===== config.mk =====
export PLATFORM = sky130hd
export DESIGN_NAME = imem_stream_loader
export DESIGN_NICKNAME = d
export VERILOG_FILES = /design/src/rtl/imem_loader_pkg.sv /design/src/rtl/imem_stream_loader.sv
export SDC_FILE = /design/constraint.sdc
export NUM_CORES = 1
export LEC_CHECK = 0
export ABC_AREA = 1
export CAP_MARGIN = 20
export CORE_MARGIN = 1.5
export CORE_UTILIZATION = 30
export CTS_CLUSTER_DIAMETER = 100
export DETAILED_ROUTE_END_ITERATION = 10
export PLACE_DENSITY_LB_ADDON = 0.25
export SLEW_MARGIN = 20
export SYNTH_ARGS = -nofsm -noshare
export SYNTH_HDL_FRONTEND = slang
export SYNTH_SLANG_ARGS = --single-unit

===== constraint.sdc =====
create_clock -name clk -period 4 [get_ports clk]
set_input_delay 0.6 -clock clk [delete_from_list [all_inputs] [get_ports clk]]
set_output_delay 0.6 -clock clk [all_outputs]
set_load 0.02 [all_outputs]

===== src/rtl/imem_loader_pkg.sv =====
// Shared types and default widths for the instruction-memory stream loader.
package imem_loader_pkg;

    typedef enum logic [2:0] {
        StIdle,
        StLoad,
        StGap,
        StArmed,
        StRun
    } state_e;

    localparam int unsigned DefDataW = 32;
    localparam int unsigned DefAddrW = 16;
    localparam int unsigned DefDepth = 64;

endpackage


===== src/rtl/imem_stream_loader.sv =====
// Streams a program into instruction memory at a checked base/length, then
// raises the datapath start either automatically or on a run request.
module imem_stream_loader
    import imem_loader_pkg::*;
#(
    parameter int unsigned DATA_W     = DefDataW,
    parameter int unsigned ADDR_W     = DefAddrW,
    parameter int unsigned DEPTH      = DefDepth,
    parameter bit          AUTO_START = 1'b1
) (
    input  logic              clk,
    input  logic              rst,
    input  logic              load_req,
    input  logic [ADDR_W-1:0] base_addr,
    input  logic [ADDR_W-1:0] length,
    input  logic              in_valid,
    input  logic [DATA_W-1:0] in_data,
    output logic              in_ready,
    input  logic              run_req,
    input  logic              abort,
    output logic              imem_we,
    output logic [ADDR_W-1:0] imem_addr,
    output logic [DATA_W-1:0] imem_wdata,
    output logic              start,
    output logic              busy,
    output logic              done,
    output logic              err,
    output logic [ADDR_W-1:0] word_cnt
);

    localparam int unsigned         SumW   = ADDR_W + 1;
    localparam logic [SumW-1:0]     DepthS = SumW'(DEPTH);

    state_e state_q, state_d;

    logic [ADDR_W-1:0] base_q, base_d;
    logic [ADDR_W-1:0] len_q, len_d;
    logic [ADDR_W-1:0] cnt_q, cnt_d;
    logic              we_q, we_d;
    logic [ADDR_W-1:0] addr_q, addr_d;
    logic [DATA_W-1:0] wdata_q, wdata_d;
    logic              done_q, done_d;
    logic              err_q, err_d;

    logic [SumW-1:0] range_end;
    logic            range_ok;
    logic            load_go;
    logic            hs;
    logic            last_hs;

    // One extra bit keeps base+length from wrapping back into range.
    assign range_end = {1'b0, base_addr} + {1'b0, length};
    assign range_ok  = (length != '0) && (range_end <= DepthS);
    assign load_go   = (state_q == StIdle) && load_req && !abort;
    // A word offered in the abort cycle is dropped, not written.
    assign hs        = in_valid && in_ready && !abort;
    assign last_hs   = hs && ((cnt_q + ADDR_W'(1)) == len_q);

    always_ff @(posedge clk or posedge rst) begin
        if (rst) begin
            state_q <= StIdle;
        end else begin
            state_q <= state_d;
        end
    end

    always_comb begin
        state_d = state_q;
        if (abort) begin
            state_d = StIdle;
        end else begin
            case (state_q)
                StIdle:  if (load_req && range_ok) state_d = StLoad;
                StLoad:  if (last_hs) state_d = StGap;
                StGap:   state_d = AUTO_START ? StRun : StArmed;
                StArmed: if (run_req) state_d = StRun;
                StRun:   state_d = StRun;
                default: state_d = StIdle;
            endcase
        end
    end

    always_comb begin
        in_ready = (state_q == StLoad);
        busy     = (state_q == StLoad) || (state_q == StGap);
        start    = (state_q == StRun);
    end

    always_comb begin
        base_d  = base_q;
        len_d   = len_q;
        cnt_d   = cnt_q;
        we_d    = 1'b0;
        addr_d  = addr_q;
        wdata_d = wdata_q;
        done_d  = 1'b0;
        err_d   = err_q;
        if (load_go) begin
            if (range_ok) begin
                base_d = base_addr;
                len_d  = length;
                cnt_d  = '0;
                err_d  = 1'b0;
            end else begin
                err_d  = 1'b1;
            end
        end
        if (hs) begin
            we_d    = 1'b1;
            addr_d  = base_q + cnt_q;
            wdata_d = in_data;
            cnt_d   = cnt_q + ADDR_W'(1);
            done_d  = last_hs;
        end
    end

    always_ff @(posedge clk or posedge rst) begin
        if (rst) begin
            base_q  <= '0;
            len_q   <= '0;
            cnt_q   <= '0;
            we_q    <= 1'b0;
            addr_q  <= '0;
            wdata_q <= '0;
            done_q  <= 1'b0;
            err_q   <= 1'b0;
        end else begin
            base_q  <= base_d;
            len_q   <= len_d;
            cnt_q   <= cnt_d;
            we_q    <= we_d;
            addr_q  <= addr_d;
            wdata_q <= wdata_d;
            done_q  <= done_d;
            err_q   <= err_d;
        end
    end

    assign imem_we    = we_q;
    assign imem_addr  = addr_q;
    assign imem_wdata = wdata_q;
    assign done       = done_q;
    assign err        = err_q;
    assign word_cnt   = cnt_q;

endmodule


==> run_results.csv, run 1 <==
group,metric,value,unit
final_layout,final_common_cell,"nand2_1",
pwr,p_leak,4.70,nW
flow_run,maxCapViolCount,0,
yosys,synth_area,6910,um^2
clock_network,cts_resized,0,
clock_network,htree_levels,3,
sta,skew,9.48,ps
final_layout,drive_above_1_share,3.49,%
worst_setup_path,crit_family,"simple AND/OR/NAND/NOR gates",
yosys,synth_fa_ha_area_share,6.37,%
sta,fin_setup_tns,0,ps
yosys,ys_dominant_reg_cell,"dfrtp_1",
placement,hpwl,14900,um
global_route,antenna_found_initial,0,
yosys,synth-simple-area-share,38.2,%
yosys,synth_mux_area_share,0,%
worst_setup_path,cp.required,4260,ps
final_layout,area_growth,28.5,%
detailed_routing,first_pass_iters,5,
detailed_routing,route.vias.total,6680,
placement,numPortBuffers,139,
clock_network,insertion_delay,360,ps
floorplan,die_height,155,um
pwr,p_seq_share,46.6,%
sta,slew_violations,0,
detailed_routing,drt-initial-drc-count,420,
clock_network,path_clk_slew,60,ps
floorplan,num_rows,55,
hold_path,hold_path.class,"flip-flop to flip-flop",
hold_path,hold_path_end,"imem_wdata[19]",
global_route,grt_overflow,0,
worst_setup_path,slowest_stage,"clkdlybuf4s50_1",
yosys,synth_top_family_by_area,"simple AND/OR/NAND/NOR gates",
hold_path,min-delay-start,"imem_wdata[19]",
final_layout,multiInputGateArea,3600,um^2
yosys,synthXorXnorAreaFrac,1.52,%
global_route,grt_start_max_net_pins,81,
worst_setup_path,r2r_start,"word_cnt[0]",
worst_setup_path,worstPathMaxFanout,33,
worst_setup_path,startpoint,"length[0]",
pwr,combinationalPowerShare,17.3,%
sta,setup_violations,0,
global_route,grt_pass1_wl,31600,um
yosys,yosysSeqAreaShare,36.9,%
pwr,power_per_cell_area,257,nW/um^2
clock_network,cts_hold_buf,0,
worst_setup_path,ff2ff_setup_slack,1040,ps
floorplan,start_util,30.5,%
clock_network,post_cts.repair.setup_buffers,0,
yosys,ys_ff_latch,102,
yosys,synth_edf_count,0,
worst_setup_path,crit_type,"input pin to flip-flop",
yosys,ys_async_sr_fraction,100,%
worst_setup_path,max_stage_delay,480,ps
detailed_routing,ant_nets,0,
worst_setup_path,cpMostUsedCell,"nand3_1",
worst_setup_path,r2r-end,"state_q[0]",
yosys,yosys_warnings,0,
clock_network,clock-sinks,102,
run_status,status,"complete, no violations",
global_route,grt_pass1_vias,6480,
pwr,p_sw_share,26.8,%
clock_network,cts_root_buffer,"clkbuf_16",
clock_network,cts_inserted_buffers,9,
floorplan,ioPinCount,140,
detailed_routing,wl_per_cell,13.1,um
sta,grt_setup_unrepaired,"false",
worst_setup_path,crit_cells,17,
sta,slew_headroom,50.6,%
sta,fin_crit_sh,80.6,%
sta,fmax,0.310,GHz
final_layout,final_nets,1275,
worst_setup_path,endpoint_kind,"flip-flop",
final_layout,regArea,2550,um^2
placement,place.gp.congestion,0.925,
detailed_routing,drc,0,
yosys,synth_compound_area_share,5.78,%
worst_setup_path,start_kind,"input pin",
clock_network,cts_tree,"yes",
hold_path,hold_depth,2,
worst_setup_path,r2r_cells,12,
pwr,clockPowerShare,36.1,%
yosys,yosysUniqueCellTypes,33,
yosys,synthesis.nets,1142,
yosys,syn_inst,1038,
floorplan,dieArea,24000,um^2
sta,period_minus_slack,3230,ps
clock_network,clock_path_buffers,2,
floorplan,core,22600,um^2
detailed_routing,wirelength,19200,um
worst_setup_path,path_cells,"clkdlybuf4s50_1 -> ha_1 -> fa_1 -> or2_2 -> nor2_1 -> nand3_1 -> nor2_1 -> nand2_1 -> nand2_1 -> nand3_1 -> nor2_1 -> nand3_1 -> nor2_4 -> buf_4 -> nand3_1 -> nand2_1 -> inv_1",
worst_setup_path,cp_num_buf_inv,3,
floorplan,die_w,155,um
pwr,power.internal,1.67,mW
pwr,netSwitchingPower,0.612,mW
sta,tightest_slew,742,ps
final_layout,antenna_cells,0,
detailed_routing,viasPerCell,4.58,
final_layout,layout_common_cells,"390 x nand2_1, 168 x inv_1, 139 x clkdlybuf4s50_1",
yosys,synth.avg_cell_area,6.66,um^2
pwr,max-vdd-ir-drop,0.203,mV
pwr,power,2.28,mW
worst_setup_path,cp.arrival,3480,ps
global_route,grt.total_usage,16.5,%
final_layout,n_fill_cell,2381,
sta,hold_viol,0,
[logic make-up (layout without fill, tap and decap cells)]
| group | Yosys count | after routing |
|---|---|---|
| adder cells (fa/ha/maj) | 34 | 34 |
| flip-flops | 102 | 102 |
| buffers and inverters | 198 | 335 |
| XOR/XNOR | 12 | 12 |
| AND/OR/NAND/NOR | 619 | 619 |
| AO/OA/AOI/OAI | 73 | 73 |
[routing by layer]
metal | part of all wire, % | track usage, %
met1 | 50 | 22.4
met2 | 43 | 26.0
met3 | 5.2 | 2.89
met4 | 2.5 | 6.59
met5 | 0 | 0
[flip-flops by register name, summed over array words and instances (netlist names)]
name / cells
err: 1
imem_we: 1
word_cnt: 16
base_q: 16
imem_addr: 16
imem_wdata: 32
done: 1
len_q: 16
state_q: 3
[how the worst max path moves through the flow]
stage / to
after detailed placement: len_q[7]
final: len_q[1]
after floorplan: base_q[0]
after CTS: len_q[7]
after global routing: len_q[7]
after global placement: base_q[15]
[worst min-delay path, cell delays in order, from the launching register on]
cell and delay [ps]:
dfrtp_1 340, nand2_1 50, nand2_1 50
[power groups by stage]
stage | Combinational [mW] | Clock, mW | Sequential, mW
finish | 0.394 | 0.824 | 1.06
global placement | 0.394 | 0 | 1.08
CTS | 0.395 | 0.854 | 1.06
detailed placement | 0.393 | 0 | 1.08
global route | 0.446 | 0.896 | 1.06
floorplan | 0.224 | 0 | 1.09
[layout make-up]
| class | count | share of cell area [%] |
|---|---|---|
| multi-input combinational | 738 | 40.5 |
| sequential | 102 | 28.7 |
| timing repair buffer | 146 | 16.3 |
| inverter | 174 | 7.41 |
| tap | 285 | 4.02 |
| clock buffer | 14 | 2.97 |
| clock inverter | 1 | 0.0564 |
[cells in the mapped netlist (all sizes together), types with 3 or more instances]
| cell type | number | share of area, % |
|---|---|---|
| nand3b | 17 | 1.8 |
| inv | 174 | 9.5 |
| nor3 | 14 | 1.2 |
| nand4 | 22 | 2.0 |
| ha | 32 | 5.8 |
| dfrtp | 102 | 37 |
| xor2 | 9 | 1.1 |
| nor2 | 59 | 3.3 |
| xnor2 | 3 | 0.38 |
| a21boi | 3 | 0.33 |
| nand2 | 394 | 22 |
| o21ai | 30 | 2.2 |
| buf | 9 | 0.91 |
| a21oi | 31 | 2.3 |
| or2 | 7 | 0.63 |
| nand3 | 103 | 7.5 |
| clkbuf | 15 | 0.81 |
[stage by stage]
step	worst slack [ps]	utilization (%)	hold slack [ps]	cells	area (um^2)
4_1_cts	769	39.2	474	1460	8880
3_3_place_gp	457	38.0	452	1445	8610
6_report	774	39.2	468	1460	8880
2_1_floorplan	725	-	513	1038	6910
3_5_place_dp	391	38.0	458	1445	8610
5_1_grt	497	39.2	486	1460	8880
Note: power is estimated with default switching activity, not from simulation.
==> run 2: changes to the inputs <==
- clock period: 4 -> 3.3 ns (I/O delays scaled with it)
==> run_results.csv, run 2 (synthesis results as in run 1) <==
group,metric,value,unit
clock_network,cts_resized,0,
global_route,antenna_found_initial,0,
worst_setup_path,worstPathMaxFanout,26,
floorplan,num_rows,55,
floorplan,start_util,30.5,%
worst_setup_path,cp_num_buf_inv,2,
worst_setup_path,cp.required,3540,ps
detailed_routing,ant_nets,0,
final_layout,stdcell_count,1477,
sta,skew,4.57,ps
worst_setup_path,crit_cells,17,
pwr,clockPowerShare,37.3,%
clock_network,clock_path_buffers,2,
sta,fin_setup_tns,0,ps
clock_network,cts_root_buffer,"clkbuf_16",
hold_path,hold_path.class,"flip-flop to flip-flop",
placement,place.gp.congestion,0.934,
pwr,max-vdd-ir-drop,0.246,mV
final_layout,regArea,2550,um^2
worst_setup_path,start_kind,"input pin",
sta,slew_headroom,55.6,%
pwr,power,2.84,mW
worst_setup_path,cp.arrival,3220,ps
worst_setup_path,max_stage_delay,430,ps
clock_network,cts_hold_buf,0,
sta,tightest_slew,666,ps
global_route,grt_pass1_vias,6597,
floorplan,die_height,155,um
clock_network,cts_tree,"yes",
pwr,p_sw_share,26.1,%
worst_setup_path,r2r-end,"state_q[0]",
flow_run,maxCapViolCount,0,
placement,hpwl,15200,um
worst_setup_path,startpoint,"base_addr[0]",
detailed_routing,first_pass_iters,4,
floorplan,dieArea,24000,um^2
final_layout,final_nets,1292,
pwr,p_leak,4.79,nW
final_layout,area_growth,30.9,%
floorplan,die_w,155,um
floorplan,ioPinCount,140,
detailed_routing,viasPerCell,4.58,
final_layout,drive_above_1_share,4.78,%
clock_network,htree_levels,3,
worst_setup_path,ff2ff_setup_slack,760,ps
placement,dpl.cell_count,1462,
worst_setup_path,crit_type,"input pin to flip-flop",
final_layout,largest_reg_flops,32,
sta,fin_crit_sh,90.1,%
worst_setup_path,endpoint_kind,"flip-flop",
worst_setup_path,r2r_start,"word_cnt[0]",
detailed_routing,wirelength,19200,um
pwr,power.internal,2.09,mW
final_layout,fin_area,9040,um^2
final_layout,antenna_cells,0,
pwr,combinationalPowerShare,17.3,%
clock_network,insertion_delay,350,ps
pwr,p_seq_share,45.4,%
global_route,grt_start_max_net_pins,44,
worst_setup_path,endpoint,"word_cnt[3]",
detailed_routing,route.vias.total,6760,
final_layout,multiInputGateArea,3600,um^2
clock_network,clock-sinks,102,
sta,slew_violations,0,
sta,grt_setup_unrepaired,"false",
pwr,netSwitchingPower,0.741,mW
sta,hold_viol,0,
detailed_routing,wl_per_cell,13.0,um
detailed_routing,drc,0,
worst_setup_path,path_cells,"clkdlybuf4s50_1 -> ha_1 -> fa_1 -> or2_2 -> nor2_1 -> nand3_1 -> nor2_1 -> nand2_1 -> nand2_1 -> nand3_1 -> nor2_1 -> nand3_1 -> nor2_4 -> nand2_2 -> buf_12 -> nand3_1 -> nand2_1",
worst_setup_path,slowest_stage,"fa_1",
worst_setup_path,crit_family,"simple AND/OR/NAND/NOR gates",
worst_setup_path,r2r_cells,13,
worst_setup_path,cpMostUsedCell,"nand3_1",
sta,fmax,0.336,GHz
placement,numPortBuffers,139,
global_route,grt_pass1_wl,31900,um
run_status,status,"complete, no violations",
detailed_routing,drt-initial-drc-count,364,
pwr,power_per_cell_area,314,nW/um^2
global_route,grt_overflow,0,
final_layout,final_common_cell,"nand2_1",
clock_network,post_cts.repair.setup_buffers,0,
global_route,grt.total_usage,16.6,%
sta,period_minus_slack,2970,ps
floorplan,core,22600,um^2
hold_path,min-delay-start,"imem_wdata[13]",
sta,setup_violations,0,
clock_network,path_clk_slew,60,ps
clock_network,cts_inserted_buffers,9,
final_layout,layout_common_cells,"390 x nand2_1, 168 x inv_1, 139 x clkdlybuf4s50_1",
placement,place_area,8760,um^2
final_layout,n_fill_cell,2399,
sta,whs,468,ps
-- run 2: cell count changes in the layout (fill, tap and decap cells not counted) --
cell       previous run  this run
inv_6                 1         0
clkbuf_8              2         1
buf_4                 7        22
bufinv_16             0         1
clkbuf_1              3         4
clkinv_2              1         0
inv_4                 0         1
buf_12                0         2
-- run 2: how the worst min path moves through the flow --
stage	endpoint	slack (ps)	cells past startpoint
floorplan	base_q[10]	510	4
global placement	imem_wdata[23]	450	2
detailed placement	imem_addr[0]	460	2
CTS	imem_wdata[30]	470	2
global route	imem_wdata[26]	490	2
finish	imem_wdata[13]	470	2
-- run 2: layout make-up --
type	instances	area share (%)
multi-input cells	738	39.8
clock inverters	1	0.332
repair buffers	163	17.7
clock buffers	14	2.81
flip-flops and latches	102	28.2
inverters	174	7.25
well taps	285	3.94
-- run 2: power groups by stage --
stage                     Clock [mW]  Combinational, mW  Sequential (mW)
after floorplan                    0              0.271             1.32
after global placement             0              0.488             1.31
after detailed placement           0              0.490             1.31
after CTS                       1.09              0.493             1.29
after global routing            1.15              0.555             1.29
final                           1.06              0.490             1.29
-- run 2: metrics by stage --
stage / util (%) / setup slack (ps)
2_1_floorplan: - / 130
3_3_place_gp: 38.7 / -47.0
3_5_place_dp: 38.7 / -75.7
4_1_cts: 40.0 / 296
5_1_grt: 40.0 / 51.6
6_report: 40.0 / 327
-- run 2: tightest hold or removal path: cells and delay by family, from the launching register on --
kind / cells / cell delay [ps]
simple gates: 2 / 100
flops: 1 / 340
-- run 2: metal layers --
layer / up-vias / part of all wire [%] / global-route usage (%) / wire (um)
met5: - / 0 / 0 / 0
met4: 0 / 2.4 / 6.68 / 459
met3: 34 / 5.9 / 2.27 / 1120
met2: 229 / 43 / 26.9 / 8350
met1: 2953 / 48 / 22.2 / 9280
li1: 3544 / - / - / -
